--- src/rtl/inst_fetch_queue_if.sv ---
// Instruction fetch queue bus bundle: instruction-memory request/response,
// execute-stage redirect and the decode-side instruction stream.
// The master modport is the fetch queue itself; slave is its environment.
interface inst_fetch_queue_if #(
  parameter int unsigned DATA_WIDTH = 32
);
  logic                  imem_req;
  logic [DATA_WIDTH-1:0] imem_addr;
  logic                  imem_gnt;
  logic                  imem_rvalid;
  logic [DATA_WIDTH-1:0] imem_rdata;
  logic                  redirect_valid;
  logic [DATA_WIDTH-1:0] redirect_pc;
  logic                  inst_valid;
  logic                  inst_ready;
  logic [DATA_WIDTH-1:0] inst_out;
  logic [DATA_WIDTH-1:0] inst_pc;
  logic [DATA_WIDTH-1:0] inst_pc_plus4;

  modport master (
    output imem_req, imem_addr, inst_valid, inst_out, inst_pc, inst_pc_plus4,
    input  imem_gnt, imem_rvalid, imem_rdata, redirect_valid, redirect_pc, inst_ready
  );

  modport slave (
    input  imem_req, imem_addr, inst_valid, inst_out, inst_pc, inst_pc_plus4,
    output imem_gnt, imem_rvalid, imem_rdata, redirect_valid, redirect_pc, inst_ready
  );
endinterface

--- src/rtl/inst_fetch_queue.sv ---
// Instruction fetch queue: issues one outstanding fetch at a time, buffers
// up to DEPTH fetched instructions with their PCs, and flushes on redirect.
// Optional macro IFQ_PERF_CNT_EN adds push and flush performance counters.
module inst_fetch_queue #(
  parameter int unsigned          DATA_WIDTH = 32,
  parameter int unsigned          DEPTH      = 4,
  parameter logic [DATA_WIDTH-1:0] RESET_PC  = '0
) (
  input  logic                    clk,
  input  logic                    rst,
  inst_fetch_queue_if.master      bus
`ifdef IFQ_PERF_CNT_EN
  ,
  output logic [31:0]             perf_fetch_cnt,
  output logic [31:0]             perf_flush_cnt
`endif
);

  localparam int unsigned PW = $clog2(DEPTH);
  localparam int unsigned CW = PW + 1;

  typedef enum logic [1:0] {
    S_IDLE = 2'd0,
    S_REQ  = 2'd1,
    S_WAIT = 2'd2,
    S_DROP = 2'd3
  } state_e;

  state_e                state_q;
  logic                  imem_req_q;
  logic [DATA_WIDTH-1:0] fetch_pc_q, fetch_pc_d;
  logic [DATA_WIDTH-1:0] req_addr_q;
  logic [CW-1:0]         count_q, count_d;
  logic [PW-1:0]         wr_ptr_q, wr_ptr_d;
  logic [PW-1:0]         rd_ptr_q, rd_ptr_d;

  logic [DATA_WIDTH-1:0] inst_mem_q [DEPTH];
  logic [DATA_WIDTH-1:0] pc_mem_q   [DEPTH];
  logic [DATA_WIDTH-1:0] pc4_mem_q  [DEPTH];

  logic redirect;
  logic granted;
  logic outstanding;
  logic credit;
  logic push;
  logic pop;

  // Low address bits of the redirect target are dropped by word alignment.
  logic unused_redirect_lsb;
  assign unused_redirect_lsb = ^bus.redirect_pc[1:0];

  assign redirect    = bus.redirect_valid;
  assign granted     = (state_q == S_REQ) && bus.imem_gnt;
  assign outstanding = (state_q == S_WAIT) || (state_q == S_DROP);
  assign credit      = (count_q + CW'(outstanding)) < CW'(DEPTH);
  // A redirect flushes the queue, so it overrides both a push and a pop.
  assign push        = (state_q == S_WAIT) && bus.imem_rvalid && !redirect;
  assign pop         = (count_q != '0) && bus.inst_ready && !redirect;

  // Fetch control FSM; imem_req is registered alongside the state.
  always_ff @(posedge clk or posedge rst) begin
    if (rst) begin
      state_q    <= S_IDLE;
      imem_req_q <= 1'b0;
    end else begin
      // NOTE: sequential state uses non-blocking assignments so every register
      // samples pre-edge values regardless of statement order.
      case (state_q)
        S_IDLE: begin
          if (credit) begin
            state_q    <= S_REQ;
            imem_req_q <= 1'b1;
          end
        end
        S_REQ: begin
          if (bus.imem_gnt) begin
            state_q    <= redirect ? S_DROP : S_WAIT;
            imem_req_q <= 1'b0;
          end
        end
        S_WAIT: begin
          // A redirect coinciding with the response discards it and needs no DROP.
          if (bus.imem_rvalid)  state_q <= S_IDLE;
          else if (redirect)    state_q <= S_DROP;
        end
        S_DROP: begin
          if (bus.imem_rvalid)  state_q <= S_IDLE;
        end
        default: begin
          state_q    <= S_IDLE;
          imem_req_q <= 1'b0;
        end
      endcase
    end
  end

  // Next fetch address: redirect target (word aligned) or +4 on grant.
  always_comb begin
    // NOTE: every combinational output gets a default first so no latch is inferred.
    fetch_pc_d = fetch_pc_q;
    if (redirect)     fetch_pc_d = {bus.redirect_pc[DATA_WIDTH-1:2], 2'b00};
    else if (granted) fetch_pc_d = fetch_pc_q + DATA_WIDTH'(4);
  end

  // Queue occupancy and pointer bookkeeping; redirect empties the queue.
  always_comb begin
    count_d  = count_q;
    wr_ptr_d = wr_ptr_q;
    rd_ptr_d = rd_ptr_q;
    if (redirect) begin
      count_d  = '0;
      wr_ptr_d = '0;
      rd_ptr_d = '0;
    end else begin
      if (push) wr_ptr_d = wr_ptr_q + PW'(1);
      if (pop)  rd_ptr_d = rd_ptr_q + PW'(1);
      if (push && !pop)      count_d = count_q + CW'(1);
      else if (!push && pop) count_d = count_q - CW'(1);
    end
  end

  // Fetch PC, granted-request address and queue control registers.
  always_ff @(posedge clk or posedge rst) begin
    if (rst) begin
      fetch_pc_q <= RESET_PC;
      req_addr_q <= '0;
      count_q    <= '0;
      wr_ptr_q   <= '0;
      rd_ptr_q   <= '0;
    end else begin
      fetch_pc_q <= fetch_pc_d;
      if (granted) req_addr_q <= fetch_pc_q;
      count_q    <= count_d;
      wr_ptr_q   <= wr_ptr_d;
      rd_ptr_q   <= rd_ptr_d;
    end
  end

  // Queue storage: instruction, its PC and PC+4 written at the tail on push.
  always_ff @(posedge clk or posedge rst) begin
    if (rst) begin
      // NOTE: storage is reset on purpose so the head outputs read zero during
      // reset; drop this reset if that visibility is ever not needed.
      for (int i = 0; i < int'(DEPTH); i++) begin
        inst_mem_q[i] <= '0;
        pc_mem_q[i]   <= '0;
        pc4_mem_q[i]  <= '0;
      end
    end else if (push) begin
      inst_mem_q[wr_ptr_q] <= bus.imem_rdata;
      pc_mem_q[wr_ptr_q]   <= req_addr_q;
      pc4_mem_q[wr_ptr_q]  <= req_addr_q + DATA_WIDTH'(4);
    end
  end

  assign bus.imem_req      = imem_req_q;
  assign bus.imem_addr     = fetch_pc_q;
  assign bus.inst_valid    = (count_q != '0);
  assign bus.inst_out      = inst_mem_q[rd_ptr_q];
  assign bus.inst_pc       = pc_mem_q[rd_ptr_q];
  assign bus.inst_pc_plus4 = pc4_mem_q[rd_ptr_q];

`ifdef IFQ_PERF_CNT_EN
  logic [31:0] perf_fetch_q;
  logic [31:0] perf_flush_q;
  logic        flush_discard;

  // A flush counts only if it threw away a queued entry or an in-flight response.
  assign flush_discard = redirect &&
                         ((count_q != '0) || (state_q == S_WAIT) || granted);

  // Performance counters, free-running with natural 32-bit wrap.
  always_ff @(posedge clk or posedge rst) begin
    if (rst) begin
      perf_fetch_q <= '0;
      perf_flush_q <= '0;
    end else begin
      if (push)          perf_fetch_q <= perf_fetch_q + 32'd1;
      if (flush_discard) perf_flush_q <= perf_flush_q + 32'd1;
    end
  end

  assign perf_fetch_cnt = perf_fetch_q;
  assign perf_flush_cnt = perf_flush_q;
`endif

endmodule

--- src/flat_wrapper.sv ---
// flat-port wrapper written by rule: the top's interface ports become plain ports
module inst_fetch_queue_flat 
#(
  parameter int unsigned          DATA_WIDTH = 32,
  parameter int unsigned          DEPTH      = 4,
  parameter logic [DATA_WIDTH-1:0] RESET_PC  = '0
)
  (clk, rst, bus_imem_req, bus_imem_addr, bus_inst_valid, bus_inst_out, bus_inst_pc, bus_inst_pc_plus4, bus_imem_gnt, bus_imem_rvalid, bus_imem_rdata, bus_redirect_valid, bus_redirect_pc, bus_inst_ready);
  inst_fetch_queue_if #(.DATA_WIDTH(DATA_WIDTH)) bus_i ();
  input  logic clk;
  input  logic rst;
  output wire logic [$bits(bus_i.imem_req)-1:0] bus_imem_req;
  output wire logic [$bits(bus_i.imem_addr)-1:0] bus_imem_addr;
  output wire logic [$bits(bus_i.inst_valid)-1:0] bus_inst_valid;
  output wire logic [$bits(bus_i.inst_out)-1:0] bus_inst_out;
  output wire logic [$bits(bus_i.inst_pc)-1:0] bus_inst_pc;
  output wire logic [$bits(bus_i.inst_pc_plus4)-1:0] bus_inst_pc_plus4;
  input wire logic [$bits(bus_i.imem_gnt)-1:0] bus_imem_gnt;
  input wire logic [$bits(bus_i.imem_rvalid)-1:0] bus_imem_rvalid;
  input wire logic [$bits(bus_i.imem_rdata)-1:0] bus_imem_rdata;
  input wire logic [$bits(bus_i.redirect_valid)-1:0] bus_redirect_valid;
  input wire logic [$bits(bus_i.redirect_pc)-1:0] bus_redirect_pc;
  input wire logic [$bits(bus_i.inst_ready)-1:0] bus_inst_ready;
  assign bus_imem_req = bus_i.imem_req;
  assign bus_imem_addr = bus_i.imem_addr;
  assign bus_inst_valid = bus_i.inst_valid;
  assign bus_inst_out = bus_i.inst_out;
  assign bus_inst_pc = bus_i.inst_pc;
  assign bus_inst_pc_plus4 = bus_i.inst_pc_plus4;
  assign bus_i.imem_gnt = bus_imem_gnt;
  assign bus_i.imem_rvalid = bus_imem_rvalid;
  assign bus_i.imem_rdata = bus_imem_rdata;
  assign bus_i.redirect_valid = bus_redirect_valid;
  assign bus_i.redirect_pc = bus_redirect_pc;
  assign bus_i.inst_ready = bus_inst_ready;
  inst_fetch_queue #(.DATA_WIDTH(DATA_WIDTH), .DEPTH(DEPTH), .RESET_PC(RESET_PC)) u_core (.clk(clk), .rst(rst), .bus(bus_i));
endmodule
--- config.mk ---
export PLATFORM = sky130hd
export DESIGN_NAME = inst_fetch_queue_flat
export DESIGN_NICKNAME = d
export VERILOG_FILES = /design/src/rtl/inst_fetch_queue_if.sv /design/src/rtl/inst_fetch_queue.sv /design/src/flat_wrapper.sv
export SDC_FILE = /design/constraint.sdc
export NUM_CORES = 1
export LEC_CHECK = 0
export ABC_AREA = 1
export CAP_MARGIN = 10
export CORE_MARGIN = 2
export CORE_UTILIZATION = 42
export CTS_BUF_LIST = sky130_fd_sc_hd__clkbuf_4 sky130_fd_sc_hd__clkbuf_8
export DETAILED_ROUTE_END_ITERATION = 10
export GPL_TIMING_DRIVEN = 0
export SYNTH_ARGS = -nofsm -noshare
export SYNTH_HDL_FRONTEND = slang
export SYNTH_SLANG_ARGS = --single-unit
export TNS_END_PERCENT = 5
--- constraint.sdc ---
create_clock -name clk -period 50.3 [get_ports clk]
set_clock_uncertainty 0.1 [all_clocks]
set_input_delay 15.09 -clock clk [delete_from_list [all_inputs] [get_ports clk]]
set_output_delay 15.09 -clock clk [all_outputs]
set_load 0.01 [all_outputs]
* Word-level counts from Yosys, hierarchy flattened
Index checks and enable logic that the tools add are counted.
** Operators by class
- Add/sub/neg operators :: 7
- Muxes and demuxes :: 33
- $lt $le $gt $ge :: 4
- Eq/ne operators :: 7
- Reductions and logical operators :: 21
- Bitwise operators :: 2
** Operator list (number)
- 128-bit bitwise mux :: 3
- 32-bit 2-to-1 mux :: 9
- 32-bit binary-select mux with 2-bit select :: 3
- 32-bit by 3-bit adder with 32-bit output, second input constant :: 2
- 32-bit demux with 2-bit select :: 1
- 2-bit 2-to-1 mux :: 9
- 3-bit 2-to-1 mux :: 3
- 1-bit logical AND :: 8
- 2-bit one-hot mux with 4 select lines :: 1
- 2-bit nonzero test :: 4
- 3-bit greater-or-equal comparator, second input constant :: 2
- 2-bit NOT with 3-bit output :: 2
- 3-bit nonzero test :: 2
- 2-bit by 1-bit adder with 2-bit output, second input constant :: 2
- 2-bit equality test, second input constant :: 2
- 2-bit != test, second input constant :: 2
- 4-bit AND reduction :: 1
- 3-bit by 1-bit adder with 3-bit output :: 1
- 3-bit by 1-bit adder with 3-bit output, second input constant :: 1
- 1-bit logical NOT :: 3
- 3-bit by 1-bit < comparator with 1-bit output, second input constant :: 1
- 3-bit < comparator, second input constant :: 1
- 1-bit 2-to-1 mux :: 3
- 3-bit != test, second input constant :: 1
- other kinds (7) :: 7
** Storage, ports and cells
- Output and inout port bits :: 130
- Input bits :: 70
- Bits in registers :: 458

* Longest topological paths before layout
- Depth after elaboration :: 8
- Depth in mapped cells :: 11
- Gate-level depth less buffers :: 11

* Least setup slack after synthesis
OpenSTA, ideal clock, no wires.
- Kind :: reg2out
- Start :: register u_core.rd_ptr_q[0]
- End :: output port bus_inst_out[31]
- Arrival time :: 1.365 ns
- Cell stages (with the launch flop) :: 6
- Required time :: 35.110 ns
- Path slack :: 33.745 ns
- Path through :: dfrtp_1 inv_1 clkbuf_1 buf_1 nor2_1 o22ai_1
** Between the ends
- Word-level cells in the longest chain between the ends :: 4
** Ends and longest elaborated chain
- start, declared :: RTL line inst_fetch_queue.sv:35 : logic [PW-1:0] rd_ptr_q, rd_ptr_d;
- start signal, assigned :: RTL line inst_fetch_queue.sv:135 : rd_ptr_q <= rd_ptr_d;
- 2-bit NOT with 3-bit output (implied by the code) :: RTL line inst_fetch_queue.sv:159 : assign bus.inst_out = inst_mem_q[rd_ptr_q];
- 32-bit binary-select mux with 2-bit select :: RTL line inst_fetch_queue.sv:159
- 32-bit 2-to-1 mux (implied by the code) (2 in series) :: RTL line inst_fetch_queue.sv:159
- end, declared :: RTL line flat_wrapper.sv:15 : output wire logic [$bits(bus_i.inst_out)-1:0] bus_inst_out;
No other way between the ends. The select of a mux whose other input is x is not followed.

* Worst setup path after layout
- Start :: register u_core.rd_ptr_q[0]
- End :: output port bus_inst_pc[19]
** Between the ends
- Word-level cells in the longest chain between the ends :: 4
** Ends and longest elaborated chain
- 2-bit NOT with 3-bit output (implied by the code) :: RTL line inst_fetch_queue.sv:160 : assign bus.inst_pc = pc_mem_q[rd_ptr_q];
- 32-bit binary-select mux with 2-bit select :: RTL line inst_fetch_queue.sv:160
- 32-bit 2-to-1 mux (implied by the code) (2 in series) :: RTL line inst_fetch_queue.sv:160
- end, declared :: RTL line flat_wrapper.sv:16 : output wire logic [$bits(bus_i.inst_pc)-1:0] bus_inst_pc;
No other way between the ends. The select of a mux whose other input is x is not followed.

==> reports/metrics.cfg <==
[yosys]
syn_area_sq_mm=0.0205
synthFlopType=dfrtp_1
netlist-cell-type-count=35
synth_edf_count=0
synth-seq-area-share_pct=53.4
synth.avg_cell_area_sq_um=7.89
yosysWarningCount=0
synth_top_area_share_pct=53.4
syn_inst=2599
synth-async-reset-ratio_pct=100
netlist_top_cells_area=dfrtp_1 (53%), nand2_1 (15%), o21ai_0 (11%)
yosys.area.top_type=dfrtp_1
ys_seq_elements=438

[critical_path]
crit_path_start_kind=register
path_cells=inv_1 > clkbuf_1 > clkbuf_1 > nor2_1 > o22ai_1 > clkdlybuf4s50_1
crit_type=register to output port
slowest_stage=clkbuf_1
cp.arrival_ns=3.74
endpoint_kind=output port
cpMostUsedCell=clkbuf_1
cp_data_required_time_ns=35.11
r2r_start=u_core.rd_ptr_q[0]$_DFFE_PP0P_
max_stage_delay_ns=0.73
crit_start=u_core.rd_ptr_q[0]$_DFFE_PP0P_
cp_max_fo=10

[sta]
max_slew.worst_pin.slew_ns=1.03
drv_slew=0
max_freq_ghz=0.0528
slew_headroom_pct=31.0
hold_viol=0
min_period_over_period_pct=37.6
setup-violations-final=0
fin_ws_ns=31.37
setup-tns-final_ns=0
rsz0062_at_grt=false
fin_crit_ns=18.93
worst_hold_slack_ns=0.375

[route]
route.detailed.drc=0
finalWirelength_um=71100
drt-initial-drc-count=2071
vias=19244
vias_per_cell=5.43
ant_nets=0
wire_per_inst_um=20.1
dr.pass1.iters=8

[grt]
grtUsageTotal_pct=28.4
grt_overflow=0
grt_pass1_vias=18936
grt_max_degree=118
grt_first_pass_wirelength_um=109000
antenna_found_initial=0

[cts]
cts.clk_slew.worst_paths_ns=0.06
cts_tree=built
cts_hold_buf=0
ctsResizeCount=0
htree_levels=3
cts_buffer_depth=3
cts-buffers-inserted=76
cts.sinks=438
clk_latency_ns=0.66
post_cts_buffers=0
cts_root_buf=clkbuf_8

[hold_path]
min_path_type=register to register
hold_start=u_core.pc4_mem_q[53]$_DFFE_PP0P_

[pwr]
leakagePower_nw=12.0
pwr_density_cell_mw_per_mm2=52.5
irDropWorstVdd_mv=0.0199
finalPower_mw=1.31

[final_layout]
design_area_sq_mm=0.0250
fin_cells=3546
final_layout_size_suffix_gt1_share_pct=7.74
area_growth_pct=21.8
finish.net_count=2952
final_core_util_pct=52.1
antennaDiodeCount=0

[outcome]
status=finished, final reports clean

[place]
hpwl_um=49500
placed_area_sq_mm=0.0233
io_buffers=190
dp.cells=3412
place_ws_ns=32.07
finalWeightedCongestion=0.933

[die]
die_w_um=225
core-area_sq_mm=0.0479
die_h_um=225
num_rows=80
ios=200
die-area_sq_mm=0.0506
start_util_pct=42.8

[flow_run]
maxCapViolations=0

## state kept, by name, indices dropped and copies added (netlist names)
register and count:
u_core.bus.imem_addr 30, u_core.bus.imem_req 1, u_core.count_q 3, u_core.inst_mem_q 128, u_core.pc4_mem_q 120, u_core.pc_mem_q 120
u_core.rd_ptr_q 2, u_core.req_addr_q 30, u_core.state_q 2, u_core.wr_ptr_q 2
## worst paths after layout
| path | to | slack [ns] | cells after the start |
|---|---|---|---|
| max | bus_inst_pc[19] | 31.37 | 6 |
| min | u_core.pc4_mem_q[53]$_DFFE_PP0P_ | 0.38 | 2 |
| max reg2reg | u_core.rd_ptr_q[0]$_DFFE_PP0P_ | 48.00 | 4 |
| min reg2reg | u_core.pc4_mem_q[53]$_DFFE_PP0P_ | 0.38 | 2 |
| max in group asynchronous | u_core.req_addr_q[21]$_DFFE_PP0P_ | 34.15 | 3 |
| min in group asynchronous | u_core.inst_mem_q[118]$_DFFE_PP0P_ | 14.86 | 2 |
## layout by cell type, fill, tap and decap left out, drive strengths merged, types with 7 or more instances in the layout
master and n:
dfrtp 438, a21oi 9, buf 77, nand3 73
clkdlybuf4s50 190, o22ai 93, nand2 821, o21ai 517
inv 156, clkinv 7, xor2 18, clkbuf 206
nor2 291
## kinds of logic (layout without fill, tap and decap cells)
logic type,after synthesis,count (layout),synth area share [%]
AND/OR/NAND/NOR,1189,1189,22.7
AO/OA/AOI/OAI,633,633,16.2
flip-flops,438,438,53.4
buffers and inverters,313,640,6.42
XOR/XNOR,18,18,0.805
adder cells (fa/ha/maj),7,7,0.463
other,1,6,0.0183
## layout make-up
type | instances | area (sq um)
multi-input combinational | 1853 | 8260
clock buffer | 122 | 1560
sequential | 438 | 11000
tap | 615 | 769
clock inverter | 12 | 123
timing repair buffer | 193 | 1980
inverter | 155 | 589
buffer | 158 | 736
fill | 4648 | 23000
## layer usage
metal | part of all wire, % | track usage [%] | vias to the layer above
li1 | - | - | 8955
met1 | 43 | 38.3 | 9338
met2 | 46 | 44.7 | 796
met3 | 7.0 | 4.65 | 155
met4 | 4.3 | 13.5 | 0
met5 | 0 | 0 | -
## critical path, delay by kind of cell (launching register included)
kind,cells,cell delay [ns]
AO/OA/AOI/OAI,1,0.40
buffers and inverters,4,2.08
flip-flops,1,0.53
AND/OR/NAND/NOR,1,0.09
## report_power, final
group	internal [mW]	total (mW)	switching, mW
Clock	0.207	0.358	0.151
Sequential	0.429	0.492	0.0627
Combinational	0.184	0.461	0.277
## cells in the mapped netlist, types with 2 or more instances
cell,n
nor2_1,283
clkbuf_1,84
buf_2,54
dfrtp_1,438
buf_4,8
o21ai_0,438
o211ai_1,5
buf_6,6
nand3_1,72
o22ai_1,93
o21ai_1,79
nand3b_1,2
nand2_4,4
inv_1,149
o21a_1,4
nor2_2,6
nand2_2,2
inv_2,5
o21bai_1,3
ha_1,6
nand2_1,815
a21oi_1,9
xor2_1,17
buf_1,6
Power figures use the tool's default switching activity.
